--- src/rtl/ex_operand_stage_pkg.sv ---
// ============================================================================
//  Module      : ex_operand_stage_pkg
//  Description : Shared constants and ALU op encodings for the ID/EX operand
//                stage. The optional ES_PERF_CNT_EN build is selected in the
//                top-level file.
//  Revision    : 1.0 - initial release
// ============================================================================
`default_nettype none

package ex_operand_stage_pkg;

  localparam int ES_DATA_W = 32;
  localparam int ES_RA_W   = 5;

  // ALU op encodings shared with the ID decoder and the ALU.
  typedef enum logic [4:0] {
    ALU_ADD  = 5'd0,
    ALU_SUB  = 5'd1,
    ALU_SLT  = 5'd2,
    ALU_SLTU = 5'd3,
    ALU_AND  = 5'd4,
    ALU_OR   = 5'd5,
    ALU_XOR  = 5'd6,
    ALU_NOR  = 5'd7,
    ALU_SLL  = 5'd8,
    ALU_SRL  = 5'd9,
    ALU_SRA  = 5'd10,
    ALU_LUI  = 5'd11
  } alu_op_e;

endpackage

`default_nettype wire

--- src/rtl/ex_operand_stage_if.sv ---
// ============================================================================
//  Module      : ex_operand_stage_if
//  Description : Bundles the ID handshake, MEM/WB bypass, ALU operand and
//                EX/MEM passthrough signals of the operand stage.
//                slave  = the stage itself, master = its surroundings.
//  Revision    : 1.0 - initial release
// ============================================================================
`default_nettype none

interface ex_operand_stage_if #(
  parameter int DATA_W = 32,
  parameter int RA_W   = 5
);
  logic              flush;
  // ID -> EX
  logic              ds_valid;
  logic              es_allowin;
  logic [31:0]       ds_pc;
  logic [4:0]        ds_alu_op;
  logic [RA_W-1:0]   ds_rj;
  logic [RA_W-1:0]   ds_rk;
  logic [DATA_W-1:0] ds_rj_val;
  logic [DATA_W-1:0] ds_rk_val;
  logic [DATA_W-1:0] ds_imm;
  logic              ds_src1_pc;
  logic              ds_src2_imm;
  logic              ds_rf_we;
  logic              ds_is_load;
  logic [RA_W-1:0]   ds_dest;
  // MEM / WB bypass sources
  logic              ms_we;
  logic [RA_W-1:0]   ms_dest;
  logic [DATA_W-1:0] ms_data;
  logic              ms_data_ok;
  logic              ws_we;
  logic [RA_W-1:0]   ws_dest;
  logic [DATA_W-1:0] ws_data;
  // ALU side
  logic [DATA_W-1:0] alu_a;
  logic [DATA_W-1:0] alu_b;
  logic [4:0]        alu_op;
  // EX -> MEM
  logic              es_valid_o;
  logic              ms_allowin;
  logic [31:0]       es_pc;
  logic [DATA_W-1:0] es_rkd;
  logic              es_rf_we;
  logic              es_is_load;
  logic [RA_W-1:0]   es_dest;

  modport slave (
    input  flush, ds_valid, ds_pc, ds_alu_op, ds_rj, ds_rk, ds_rj_val, ds_rk_val,
           ds_imm, ds_src1_pc, ds_src2_imm, ds_rf_we, ds_is_load, ds_dest,
           ms_we, ms_dest, ms_data, ms_data_ok, ws_we, ws_dest, ws_data, ms_allowin,
    output es_allowin, alu_a, alu_b, alu_op, es_valid_o, es_pc, es_rkd,
           es_rf_we, es_is_load, es_dest
  );

  modport master (
    output flush, ds_valid, ds_pc, ds_alu_op, ds_rj, ds_rk, ds_rj_val, ds_rk_val,
           ds_imm, ds_src1_pc, ds_src2_imm, ds_rf_we, ds_is_load, ds_dest,
           ms_we, ms_dest, ms_data, ms_data_ok, ws_we, ws_dest, ws_data, ms_allowin,
    input  es_allowin, alu_a, alu_b, alu_op, es_valid_o, es_pc, es_rkd,
           es_rf_we, es_is_load, es_dest
  );
endinterface

`default_nettype wire

--- src/rtl/ex_operand_stage_fwd_mux.sv ---
// ============================================================================
//  Module      : es_fwd_mux
//  Description : Per-source bypass selector. MEM wins over WB; register 0 is
//                never bypassed. Flags a MEM match whose data is not final.
//  Revision    : 1.0 - initial release
// ============================================================================
`default_nettype none

module es_fwd_mux #(
  parameter int DATA_W = 32,
  parameter int RA_W   = 5
) (
  input  wire  [RA_W-1:0]   i_src,
  input  wire  [DATA_W-1:0] i_held,
  input  wire               i_ms_we,
  input  wire  [RA_W-1:0]   i_ms_dest,
  input  wire  [DATA_W-1:0] i_ms_data,
  input  wire               i_ms_data_ok,
  input  wire               i_ws_we,
  input  wire  [RA_W-1:0]   i_ws_dest,
  input  wire  [DATA_W-1:0] i_ws_data,
  output logic [DATA_W-1:0] o_val,
  output logic              o_mem_hit_pending,
  output logic              o_hit
);

  logic w_src_nz;
  logic w_ms_hit;
  logic w_ws_hit;

  assign w_src_nz = |i_src;
  assign w_ms_hit = w_src_nz && i_ms_we && (i_ms_dest == i_src);
  assign w_ws_hit = w_src_nz && i_ws_we && (i_ws_dest == i_src);

  // Select the youngest producer: MEM, then WB, then the held value.
  always_comb begin
    o_val = i_held;
    if (w_ms_hit) begin
      o_val = i_ms_data;
    end else if (w_ws_hit) begin
      o_val = i_ws_data;
    end
  end

  assign o_mem_hit_pending = w_ms_hit && !i_ms_data_ok;
  assign o_hit             = w_ms_hit || w_ws_hit;

endmodule

`default_nettype wire

--- src/rtl/ex_operand_stage.sv ---
// ============================================================================
//  Module      : ex_operand_stage
//  Description : ID/EX pipeline register in front of the integer ALU. Holds
//                one decoded instruction, bypasses rj/rk from MEM/WB, stalls
//                on load-use and keeps held operands fresh while stalled.
//                Define ES_PERF_CNT_EN to add stall_cnt/fwd_cnt counters.
//  Revision    : 1.0 - initial release
// ============================================================================
`default_nettype none

module ex_operand_stage
  import ex_operand_stage_pkg::*;
#(
  parameter int DATA_W = ES_DATA_W,
  parameter int RA_W   = ES_RA_W
) (
  input  wire               clk,
  input  wire               reset,
  ex_operand_stage_if.slave bus
`ifdef ES_PERF_CNT_EN
  ,
  output logic [31:0]       stall_cnt,
  output logic [31:0]       fwd_cnt
`endif
);

  logic              r_valid;
  logic [31:0]       r_pc;
  logic [4:0]        r_alu_op;
  logic [RA_W-1:0]   r_rj;
  logic [RA_W-1:0]   r_rk;
  logic [DATA_W-1:0] r_rj_val;
  logic [DATA_W-1:0] r_rk_val;
  logic [DATA_W-1:0] r_imm;
  logic              r_src1_pc;
  logic              r_src2_imm;
  logic              r_rf_we;
  logic              r_is_load;
  logic [RA_W-1:0]   r_dest;

  logic [DATA_W-1:0] w_rj_fwd;
  logic [DATA_W-1:0] w_rk_fwd;
  logic              w_rj_pend;
  logic              w_rk_pend;
  logic              w_rj_hit;
  logic              w_rk_hit;
  logic              w_load_use;
  logic              w_ready_go;
  logic              w_valid_o;
  logic              w_allowin;
  logic              w_accept;
  logic              w_leave;
  logic              w_used_hit;

  es_fwd_mux #(.DATA_W(DATA_W), .RA_W(RA_W)) u_fwd_rj (
    .i_src             (r_rj),
    .i_held            (r_rj_val),
    .i_ms_we           (bus.ms_we),
    .i_ms_dest         (bus.ms_dest),
    .i_ms_data         (bus.ms_data),
    .i_ms_data_ok      (bus.ms_data_ok),
    .i_ws_we           (bus.ws_we),
    .i_ws_dest         (bus.ws_dest),
    .i_ws_data         (bus.ws_data),
    .o_val             (w_rj_fwd),
    .o_mem_hit_pending (w_rj_pend),
    .o_hit             (w_rj_hit)
  );

  es_fwd_mux #(.DATA_W(DATA_W), .RA_W(RA_W)) u_fwd_rk (
    .i_src             (r_rk),
    .i_held            (r_rk_val),
    .i_ms_we           (bus.ms_we),
    .i_ms_dest         (bus.ms_dest),
    .i_ms_data         (bus.ms_data),
    .i_ms_data_ok      (bus.ms_data_ok),
    .i_ws_we           (bus.ws_we),
    .i_ws_dest         (bus.ws_dest),
    .i_ws_data         (bus.ws_data),
    .o_val             (w_rk_fwd),
    .o_mem_hit_pending (w_rk_pend),
    .o_hit             (w_rk_hit)
  );

  // rj only matters when it feeds operand A; rk is always consumed (store data).
  assign w_load_use = r_valid && ((!r_src1_pc && w_rj_pend) || w_rk_pend);
  assign w_ready_go = !w_load_use;
  assign w_allowin  = !r_valid || (w_ready_go && bus.ms_allowin);
  assign w_valid_o  = r_valid && w_ready_go && !bus.flush;
  assign w_accept   = bus.ds_valid && w_allowin;
  assign w_leave    = w_valid_o && bus.ms_allowin;
  assign w_used_hit = (!r_src1_pc && w_rj_hit) || w_rk_hit;

  // Pipeline register: flush beats accept, accept beats leave, otherwise
  // refresh held operands so a producer retiring past WB is not lost.
  always_ff @(posedge clk) begin
    if (reset) begin
      r_valid    <= 1'b0;
      r_pc       <= '0;
      r_alu_op   <= '0;
      r_rj       <= '0;
      r_rk       <= '0;
      r_rj_val   <= '0;
      r_rk_val   <= '0;
      r_imm      <= '0;
      r_src1_pc  <= 1'b0;
      r_src2_imm <= 1'b0;
      r_rf_we    <= 1'b0;
      r_is_load  <= 1'b0;
      r_dest     <= '0;
    end else if (bus.flush) begin
      r_valid <= 1'b0;
    end else if (w_accept) begin
      r_valid    <= 1'b1;
      r_pc       <= bus.ds_pc;
      r_alu_op   <= bus.ds_alu_op;
      r_rj       <= bus.ds_rj;
      r_rk       <= bus.ds_rk;
      r_rj_val   <= bus.ds_rj_val;
      r_rk_val   <= bus.ds_rk_val;
      r_imm      <= bus.ds_imm;
      r_src1_pc  <= bus.ds_src1_pc;
      r_src2_imm <= bus.ds_src2_imm;
      r_rf_we    <= bus.ds_rf_we;
      r_is_load  <= bus.ds_is_load;
      r_dest     <= bus.ds_dest;
    end else if (w_leave) begin
      r_valid <= 1'b0;
    end else if (r_valid) begin
      r_rj_val <= w_rj_fwd;
      r_rk_val <= w_rk_fwd;
    end
  end

  assign bus.es_allowin = w_allowin;
  assign bus.es_valid_o = w_valid_o;
  assign bus.alu_a      = r_src1_pc  ? r_pc  : w_rj_fwd;
  assign bus.alu_b      = r_src2_imm ? r_imm : w_rk_fwd;
  assign bus.alu_op     = r_alu_op;
  assign bus.es_pc      = r_pc;
  assign bus.es_rkd     = w_rk_fwd;
  assign bus.es_rf_we   = r_rf_we;
  assign bus.es_is_load = r_is_load;
  assign bus.es_dest    = r_dest;

`ifdef ES_PERF_CNT_EN
  logic [31:0] r_stall_cnt;
  logic [31:0] r_fwd_cnt;

  // Free-running event counters; only reset clears them, flush does not.
  always_ff @(posedge clk) begin
    if (reset) begin
      r_stall_cnt <= '0;
      r_fwd_cnt   <= '0;
    end else begin
      if (w_load_use) begin
        r_stall_cnt <= r_stall_cnt + 32'd1;
      end
      if (w_leave && w_used_hit) begin
        r_fwd_cnt <= r_fwd_cnt + 32'd1;
      end
    end
  end

  assign stall_cnt = r_stall_cnt;
  assign fwd_cnt   = r_fwd_cnt;
`else
  logic w_unused_hit;
  assign w_unused_hit = w_used_hit;
`endif

endmodule

`default_nettype wire

--- src/flat_wrapper.sv ---
// flat-port wrapper written by rule: the top's interface ports become plain ports
module ex_operand_stage_flat import ex_operand_stage_pkg::*;
#(
  parameter int DATA_W = ES_DATA_W,
  parameter int RA_W   = ES_RA_W
)
  (clk, reset, bus_flush, bus_ds_valid, bus_ds_pc, bus_ds_alu_op, bus_ds_rj, bus_ds_rk, bus_ds_rj_val, bus_ds_rk_val, bus_ds_imm, bus_ds_src1_pc, bus_ds_src2_imm, bus_ds_rf_we, bus_ds_is_load, bus_ds_dest, bus_ms_we, bus_ms_dest, bus_ms_data, bus_ms_data_ok, bus_ws_we, bus_ws_dest, bus_ws_data, bus_ms_allowin, bus_es_allowin, bus_alu_a, bus_alu_b, bus_alu_op, bus_es_valid_o, bus_es_pc, bus_es_rkd, bus_es_rf_we, bus_es_is_load, bus_es_dest);
  ex_operand_stage_if #(.DATA_W(DATA_W), .RA_W(RA_W)) bus_i ();
  input  wire clk;
  input  wire reset;
  input wire logic [$bits(bus_i.flush)-1:0] bus_flush;
  input wire logic [$bits(bus_i.ds_valid)-1:0] bus_ds_valid;
  input wire logic [$bits(bus_i.ds_pc)-1:0] bus_ds_pc;
  input wire logic [$bits(bus_i.ds_alu_op)-1:0] bus_ds_alu_op;
  input wire logic [$bits(bus_i.ds_rj)-1:0] bus_ds_rj;
  input wire logic [$bits(bus_i.ds_rk)-1:0] bus_ds_rk;
  input wire logic [$bits(bus_i.ds_rj_val)-1:0] bus_ds_rj_val;
  input wire logic [$bits(bus_i.ds_rk_val)-1:0] bus_ds_rk_val;
  input wire logic [$bits(bus_i.ds_imm)-1:0] bus_ds_imm;
  input wire logic [$bits(bus_i.ds_src1_pc)-1:0] bus_ds_src1_pc;
  input wire logic [$bits(bus_i.ds_src2_imm)-1:0] bus_ds_src2_imm;
  input wire logic [$bits(bus_i.ds_rf_we)-1:0] bus_ds_rf_we;
  input wire logic [$bits(bus_i.ds_is_load)-1:0] bus_ds_is_load;
  input wire logic [$bits(bus_i.ds_dest)-1:0] bus_ds_dest;
  input wire logic [$bits(bus_i.ms_we)-1:0] bus_ms_we;
  input wire logic [$bits(bus_i.ms_dest)-1:0] bus_ms_dest;
  input wire logic [$bits(bus_i.ms_data)-1:0] bus_ms_data;
  input wire logic [$bits(bus_i.ms_data_ok)-1:0] bus_ms_data_ok;
  input wire logic [$bits(bus_i.ws_we)-1:0] bus_ws_we;
  input wire logic [$bits(bus_i.ws_dest)-1:0] bus_ws_dest;
  input wire logic [$bits(bus_i.ws_data)-1:0] bus_ws_data;
  input wire logic [$bits(bus_i.ms_allowin)-1:0] bus_ms_allowin;
  output wire logic [$bits(bus_i.es_allowin)-1:0] bus_es_allowin;
  output wire logic [$bits(bus_i.alu_a)-1:0] bus_alu_a;
  output wire logic [$bits(bus_i.alu_b)-1:0] bus_alu_b;
  output wire logic [$bits(bus_i.alu_op)-1:0] bus_alu_op;
  output wire logic [$bits(bus_i.es_valid_o)-1:0] bus_es_valid_o;
  output wire logic [$bits(bus_i.es_pc)-1:0] bus_es_pc;
  output wire logic [$bits(bus_i.es_rkd)-1:0] bus_es_rkd;
  output wire logic [$bits(bus_i.es_rf_we)-1:0] bus_es_rf_we;
  output wire logic [$bits(bus_i.es_is_load)-1:0] bus_es_is_load;
  output wire logic [$bits(bus_i.es_dest)-1:0] bus_es_dest;
  assign bus_i.flush = bus_flush;
  assign bus_i.ds_valid = bus_ds_valid;
  assign bus_i.ds_pc = bus_ds_pc;
  assign bus_i.ds_alu_op = bus_ds_alu_op;
  assign bus_i.ds_rj = bus_ds_rj;
  assign bus_i.ds_rk = bus_ds_rk;
  assign bus_i.ds_rj_val = bus_ds_rj_val;
  assign bus_i.ds_rk_val = bus_ds_rk_val;
  assign bus_i.ds_imm = bus_ds_imm;
  assign bus_i.ds_src1_pc = bus_ds_src1_pc;
  assign bus_i.ds_src2_imm = bus_ds_src2_imm;
  assign bus_i.ds_rf_we = bus_ds_rf_we;
  assign bus_i.ds_is_load = bus_ds_is_load;
  assign bus_i.ds_dest = bus_ds_dest;
  assign bus_i.ms_we = bus_ms_we;
  assign bus_i.ms_dest = bus_ms_dest;
  assign bus_i.ms_data = bus_ms_data;
  assign bus_i.ms_data_ok = bus_ms_data_ok;
  assign bus_i.ws_we = bus_ws_we;
  assign bus_i.ws_dest = bus_ws_dest;
  assign bus_i.ws_data = bus_ws_data;
  assign bus_i.ms_allowin = bus_ms_allowin;
  assign bus_es_allowin = bus_i.es_allowin;
  assign bus_alu_a = bus_i.alu_a;
  assign bus_alu_b = bus_i.alu_b;
  assign bus_alu_op = bus_i.alu_op;
  assign bus_es_valid_o = bus_i.es_valid_o;
  assign bus_es_pc = bus_i.es_pc;
  assign bus_es_rkd = bus_i.es_rkd;
  assign bus_es_rf_we = bus_i.es_rf_we;
  assign bus_es_is_load = bus_i.es_is_load;
  assign bus_es_dest = bus_i.es_dest;
  ex_operand_stage #(.DATA_W(DATA_W), .RA_W(RA_W)) u_core (.clk(clk), .reset(reset), .bus(bus_i));
endmodule
--- config.mk ---
export PLATFORM = sky130hd
export DESIGN_NAME = ex_operand_stage_flat
export DESIGN_NICKNAME = d
export VERILOG_FILES = /design/src/rtl/ex_operand_stage_pkg.sv /design/src/rtl/ex_operand_stage_if.sv /design/src/rtl/ex_operand_stage_fwd_mux.sv /design/src/rtl/ex_operand_stage.sv /design/src/flat_wrapper.sv
export SDC_FILE = /design/constraint.sdc
export NUM_CORES = 1
export LEC_CHECK = 0
export ABC_AREA = 1
export BUFFER_PORTS_ARGS = -buffer_cell sky130_fd_sc_hd__buf_2
export CAP_MARGIN = 0
export CELL_PAD_IN_SITES_DETAIL_PLACEMENT = 0
export CELL_PAD_IN_SITES_GLOBAL_PLACEMENT = 1
export CORE_ASPECT_RATIO = 1.4
export CORE_UTILIZATION = 33
export CTS_BUF_LIST = sky130_fd_sc_hd__clkbuf_8
export DETAILED_ROUTE_END_ITERATION = 12
export PLACE_DENSITY_LB_ADDON = 0.08
export SYNTH_ARGS = -nofsm -noshare
export SYNTH_HDL_FRONTEND = slang
export SYNTH_SLANG_ARGS = --single-unit
--- constraint.sdc ---
create_clock -name clk -period 3.4 [get_ports clk]
set_input_delay 1.02 -clock clk [delete_from_list [all_inputs] [get_ports clk]]
set_output_delay 1.02 -clock clk [all_outputs]
set_load 0.01 [all_outputs]
# Word-level counts from Yosys, hierarchy flattened
# Cells that the tools add are included.
# totals
ff_bits,153
inputBits,234
output_inout_bits,142
wordCells,64
# op_classes
n_eq_ne,5
muxes,14
bitwise,1
reduce_logical,31
# ops
op,count
$mux W32,12
$eq A5 B5 Y1,4
$logic_and A1 B1 Y1,17
$reduce_or A5 Y1,2
$logic_not A1 Y1,5
$reduce_bool A2 Y1,2
$reduce_and A3 Y1,1
$logic_or A1 B1 Y1,2
$mux W1,2
$ne A2 B1 Y1 const B,1
$reduce_and A2 Y1,1
$reduce_or A2 Y1,1
$not A1 Y1,1

# Depth between registers and ports, before layout
# logic_depth
depth_word,13
ltp_mapped,15
depth_no_buf,14

# Hierarchy
# From an unflattened synthesis, not the netlist that was laid out.
# unflattened
cells_unflattened,1834
hier_area_um2,10578.9
# by_module_without_submodules
module,n_inst,cells_each,area_each_um2,seq_area_each_um2
ex_operand_stage,1,1254,7998.9,3062.9
es_fwd_mux,2,290,1290.0,0.0

# Least setup slack after synthesis
# Ideal clock, no wire load.
# synth_timing
path_kind,input-to-output
start,input bus_ms_we
end,output bus_alu_b[14]
arrival_ns,2.187
t_required_ns,2.380
path_slack_ns,0.193
path_stages,9
path_buffers,1
cell_sequence,inv_1 > a21oi_1 > nand2_1 > nor2_2 > nand2_2 > buf_1 > o21ai_1 > nand2_1 > o21ai_0
# synth_via
elab_chain_len,4
# synth_lines
element,line,rtl
from (decl),flat_wrapper.sv:25,input wire logic [$bits(bus_i.ms_we)-1:0] bus_ms_we;
$logic_and A1 B1 Y1 (2 in series),ex_operand_stage_fwd_mux.sv:32,assign w_ms_hit = w_src_nz && i_ms_we && (i_ms_dest == i_src);
$mux W32,ex_operand_stage_fwd_mux.sv:38,if (w_ms_hit) begin
via bus_es_rkd[14],flat_wrapper.sv:39,output wire logic [$bits(bus_i.es_rkd)-1:0] bus_es_rkd;
$mux W32,ex_operand_stage.sv:138,assign bus.alu_b = r_src2_imm ? r_imm : w_rk_fwd;
to (decl),flat_wrapper.sv:35,output wire logic [$bits(bus_i.alu_b)-1:0] bus_alu_b;
# The timed path passes the listed nets, and every way through them passes these cells.

# Final worst setup path
# layout_timing
start,input bus_ws_dest[2]
end,register u_core.r_rj_val[10]
# layout_via
elab_chain_len,7
# layout_lines
element,line,rtl
from (decl),flat_wrapper.sv:30,input wire logic [$bits(bus_i.ws_dest)-1:0] bus_ws_dest;
$eq A5 B5 Y1,ex_operand_stage_fwd_mux.sv:33,assign w_ws_hit = w_src_nz && i_ws_we && (i_ws_dest == i_src);
$logic_and A1 B1 Y1,ex_operand_stage_fwd_mux.sv:33,
$mux W32,ex_operand_stage_fwd_mux.sv:40,end else if (w_ws_hit) begin
$mux W32,ex_operand_stage_fwd_mux.sv:38,
$mux W32,ex_operand_stage.sv:129,end else if (r_valid) begin
$mux W32,ex_operand_stage.sv:127,end else if (w_leave) begin
$mux W32,ex_operand_stage.sv:113,end else if (w_accept) begin
to (signal assigned),ex_operand_stage.sv:119,r_rj_val <= bus.ds_rj_val;
to (signal assigned),ex_operand_stage.sv:130,r_rj_val <= w_rj_fwd;
to (decl),ex_operand_stage.sv:32,logic [DATA_W-1:0] r_rj_val;
# No other way between the ends. The select of a mux whose other input is x is not followed.
# A chain may end at the register's enable or synchronous reset.

==> impl_results.md <==
* Max-Cap Viols at 0
* VDD IR max at 0.2350 mV
* Post-route core utilization at 56.14%
* GRT overflow at 0
* Yosys top cell by area: dfxtp_1
* Critical Path Source: bus_ws_dest[2]
* Number of synthesized flops with an enable pin at 0
* Failing checks: negative setup slack
* Post-synthesis instance area at 9555 um2
* Fmax at 279.5 MHz
* Synthesis-stage register bit count at 153
* Hold Slack at 0.4609 ns
* Clk_skew at 0.01372 ns
* Avg WL per Cell at 17.56 um
* All-Layer GR Usage at 27.90%
* Vias at 12448
* Fin crit period at 3.578 ns
* Syn Area/Cell at 5.698 um2
* Worst skew pair latency at 0.48 ns
* Layout cells sized above 1 at 40.75%
* Largest net degree at the start of global routing at 91
* Layout filler cell count at 2871
* Post-DP Area at 12140 um2
* Layout net count at 2378
* Mapped Nets at 1911
* Worst r2r path cells at 27
* Antenna violations before repair at 6
* RSZ-0062 raised after global routing: yes
* Starting density of the core at 33.64%
* Post-CTS Hold Buffers at 0
* Worst Hold Class: flop to flop
* Worst Path Max Fanout at 8
* Crit. End Element: flop
* DRT Pass-1 Iters at 5
* IO Count at 376
* DP Cell Count at 2379
* Hold Fails Final Rpt at 0
* Die height at 203.3 um
* Vias in the first global route at 11824
* Final setup viols at 78
* CP Class: primary input to flop
* Mapped Cells at 1677
* Worst R2R Start: u_core.r_rj[4]$_SDFFE_PP0P_
* Yosys cell types at 20
* Clock tree from TritonCTS: done
* Status: complete, but fails checks
* Initial DRC count at 587
* Final instance count without filler cells at 2538
* First-pass GRT wire length at 64.35 mm
* Yosys Warn Count at 0
* Multi-input gate area at 6679 um2
* Period utilisation layout at 105.2%
* Leak pwr at 8.474 nW
* IO Port Bufs at 375
* Reg area at 3063 um2
* CTS root buf: clkbuf_8
* Most frequent cells in the layout: nand2_1 (389), buf_2 (347), inv_1 (269)
* Max-slew headroom at 56.71%
* Routability cong. at 0.8475
* P&R area growth vs syn at 66.88%
* Worst slew pin tran at 0.6494 ns
* CTS max path bufs at 2
* Die X at 145.8 um
* Commonest non-fill, non-tap cell in the layout: nand2_1
* Pins Over Slew Limit at 0
* Total clock sinks at 153
* Worst EP required at 3.78 ns
* Crit start category: primary input
* Clk slew on worst S/H paths at 0.09 ns
* TritonCTS Buffers at 17
* Post-synth top area share at 32.05%
* Synth Flop Type: dfxtp_1
* Vias per cell at 4.905
* Detail Route Antenna Nets at 0
* Worst reg-to-reg setup slack at -0.09 ns
* Async set-reset flop share out of synthesis at 0%
* Post-DP HPWL at 28.78 mm
* H-tree depth at 4
* Setup ws final at -0.1778 ns
* CORE AREA at 28410 um2
* Crit path DAT at 3.96 ns
* Rows at 73
* Remaining routing DRC violations at 0
* WL final at 44.57 mm
* Synth top area cells: dfxtp_1 (32%), nand2_1 (18%), nand3_1 (14%), inv_1 (11%), nor2_1 (6.4%)
* PD cells at 342.1 nW/um2
* Design area at 15950 um2
* Critical Path Sink: u_core.r_rj_val[10]$_SDFFE_PP0P_
* Crit Reg-Reg Endpoint: u_core.r_rj_val[10]$_SDFFE_PP0P_
* Die area at 29650 um2
* Sequential area share after synthesis at 32.05%
-- stage by stage --
stage / TNS [ns] / power (mW) / setup WS (ns)
2_1_floorplan: 0 / 2.833 / 0.1928
3_3_place_gp: -7.788 / 3.454 / -0.1901
3_5_place_dp: -9.885 / 3.465 / -0.2112
4_1_cts: -1.483 / 5.201 / -0.08383
5_1_grt: -10.28 / 5.750 / -0.2108
6_report: -4.901 / 5.456 / -0.1778
-- sequential cells by signal, summed over array words and instances (netlist names) --
signal / cells
u_core.bus.es_dest: 5
u_core.r_src1_pc: 1
u_core.r_rj_val: 32
u_core.bus.es_rf_we: 1
u_core.r_rk_val: 32
u_core.bus.es_is_load: 1
u_core.r_rk: 5
u_core.r_src2_imm: 1
u_core.r_rj: 5
u_core.r_valid: 1
u_core.r_imm: 32
u_core.bus.es_pc: 32
u_core.bus.alu_op: 5
-- worst max-delay path, cell delays in order --
cell and delay (ns):
buf_8 0.10, o21a_1 0.18, nand2_2 0.08, nor2_4 0.07, nand2_4 0.16, buf_12 0.20
nand2_4 0.05, nand3_2 0.07, o21ai_4 0.07, buf_4 0.13, buf_4 0.12, buf_4 0.12
buf_4 0.12, buf_4 0.12, buf_4 0.12, buf_4 0.13, buf_4 0.13, buf_4 0.12
buf_4 0.12, buf_4 0.12, buf_4 0.12, buf_4 0.12, buf_4 0.13, nand2_2 0.07
nand3_2 0.06, nand2_1 0.07, inv_1 0.03
-- cell type report --
type                    instances  share of cell area, %
flip-flops and latches        153                  19.21
multi-input cells            1126                  41.88
clock inverters                13                 0.8788
repair buffers                564                  26.69
diodes                          6                0.09415
inverters                     282                  6.669
clock buffers                  19                  1.640
well taps                     375                  2.942
-- how the worst min path moves through the flow --
stage	startpoint	to	slack, ns	cells past startpoint
final	u_core.bus.es_rf_we$_SDFFE_PP0P_	u_core.bus.es_rf_we$_SDFFE_PP0P_	0.46	2
after global routing	u_core.bus.es_rf_we$_SDFFE_PP0P_	u_core.bus.es_rf_we$_SDFFE_PP0P_	0.47	2
after CTS	u_core.bus.es_rf_we$_SDFFE_PP0P_	u_core.bus.es_rf_we$_SDFFE_PP0P_	0.46	2
after detailed placement	u_core.bus.es_dest[0]$_SDFFE_PP0P_	u_core.bus.es_dest[0]$_SDFFE_PP0P_	0.45	2
after global placement	u_core.bus.alu_op[2]$_SDFFE_PP0P_	u_core.bus.alu_op[2]$_SDFFE_PP0P_	0.45	2
after floorplan	u_core.bus.es_dest[0]$_SDFFE_PP0P_	u_core.bus.es_dest[0]$_SDFFE_PP0P_	0.48	2
-- Yosys cell counts, types with 12 or more instances --
| cell type | number |
|---|---|
| nand3_1 | 263 |
| o21ai_0 | 68 |
| clkbuf_1 | 46 |
| a21oi_1 | 78 |
| o21ai_1 | 60 |
| inv_1 | 272 |
| dfxtp_1 | 153 |
| nor2_1 | 162 |
| nand4_1 | 16 |
| nand2_1 | 464 |
| buf_1 | 12 |
| buf_2 | 53 |
-- report_power, final --
group | switching, mW | leakage, nW | internal (mW)
clock network | 0.745 | 0.221 | 0.748
logic | 1.12 | 6.99 | 0.867
registers | 0.0518 | 1.26 | 1.93
total | 1.91 | 8.47 | 3.54
-- metal layers --
| metal | global-route usage (%) | vias to the layer above | share of wire (%) |
|---|---|---|---|
| li1 | - | 6140 | - |
| met1 | 31.76 | 5779 | 38 |
| met2 | 51.93 | 428 | 51 |
| met3 | 5.034 | 101 | 6.1 |
| met4 | 9.286 | 0 | 4.0 |
| met5 | 0 | - | 0 |
-- cell families after synthesis --
logic type | after synthesis | synth area share, %
buffers and inverters | 398 | 16.52
flip-flops | 153 | 32.05
AO/OA/AOI/OAI | 208 | 10.95
XOR/XNOR | 5 | 0.4583
AND/OR/NAND/NOR | 913 | 40.02
-- what timing repair did --
action	in CTS	in global routing
pin swaps	17	45
setup buffers	65	46
gates cloned	9	10
resized for setup	243	308
setup endpoints to repair	95	89
(Power assumes the default switching activity.)
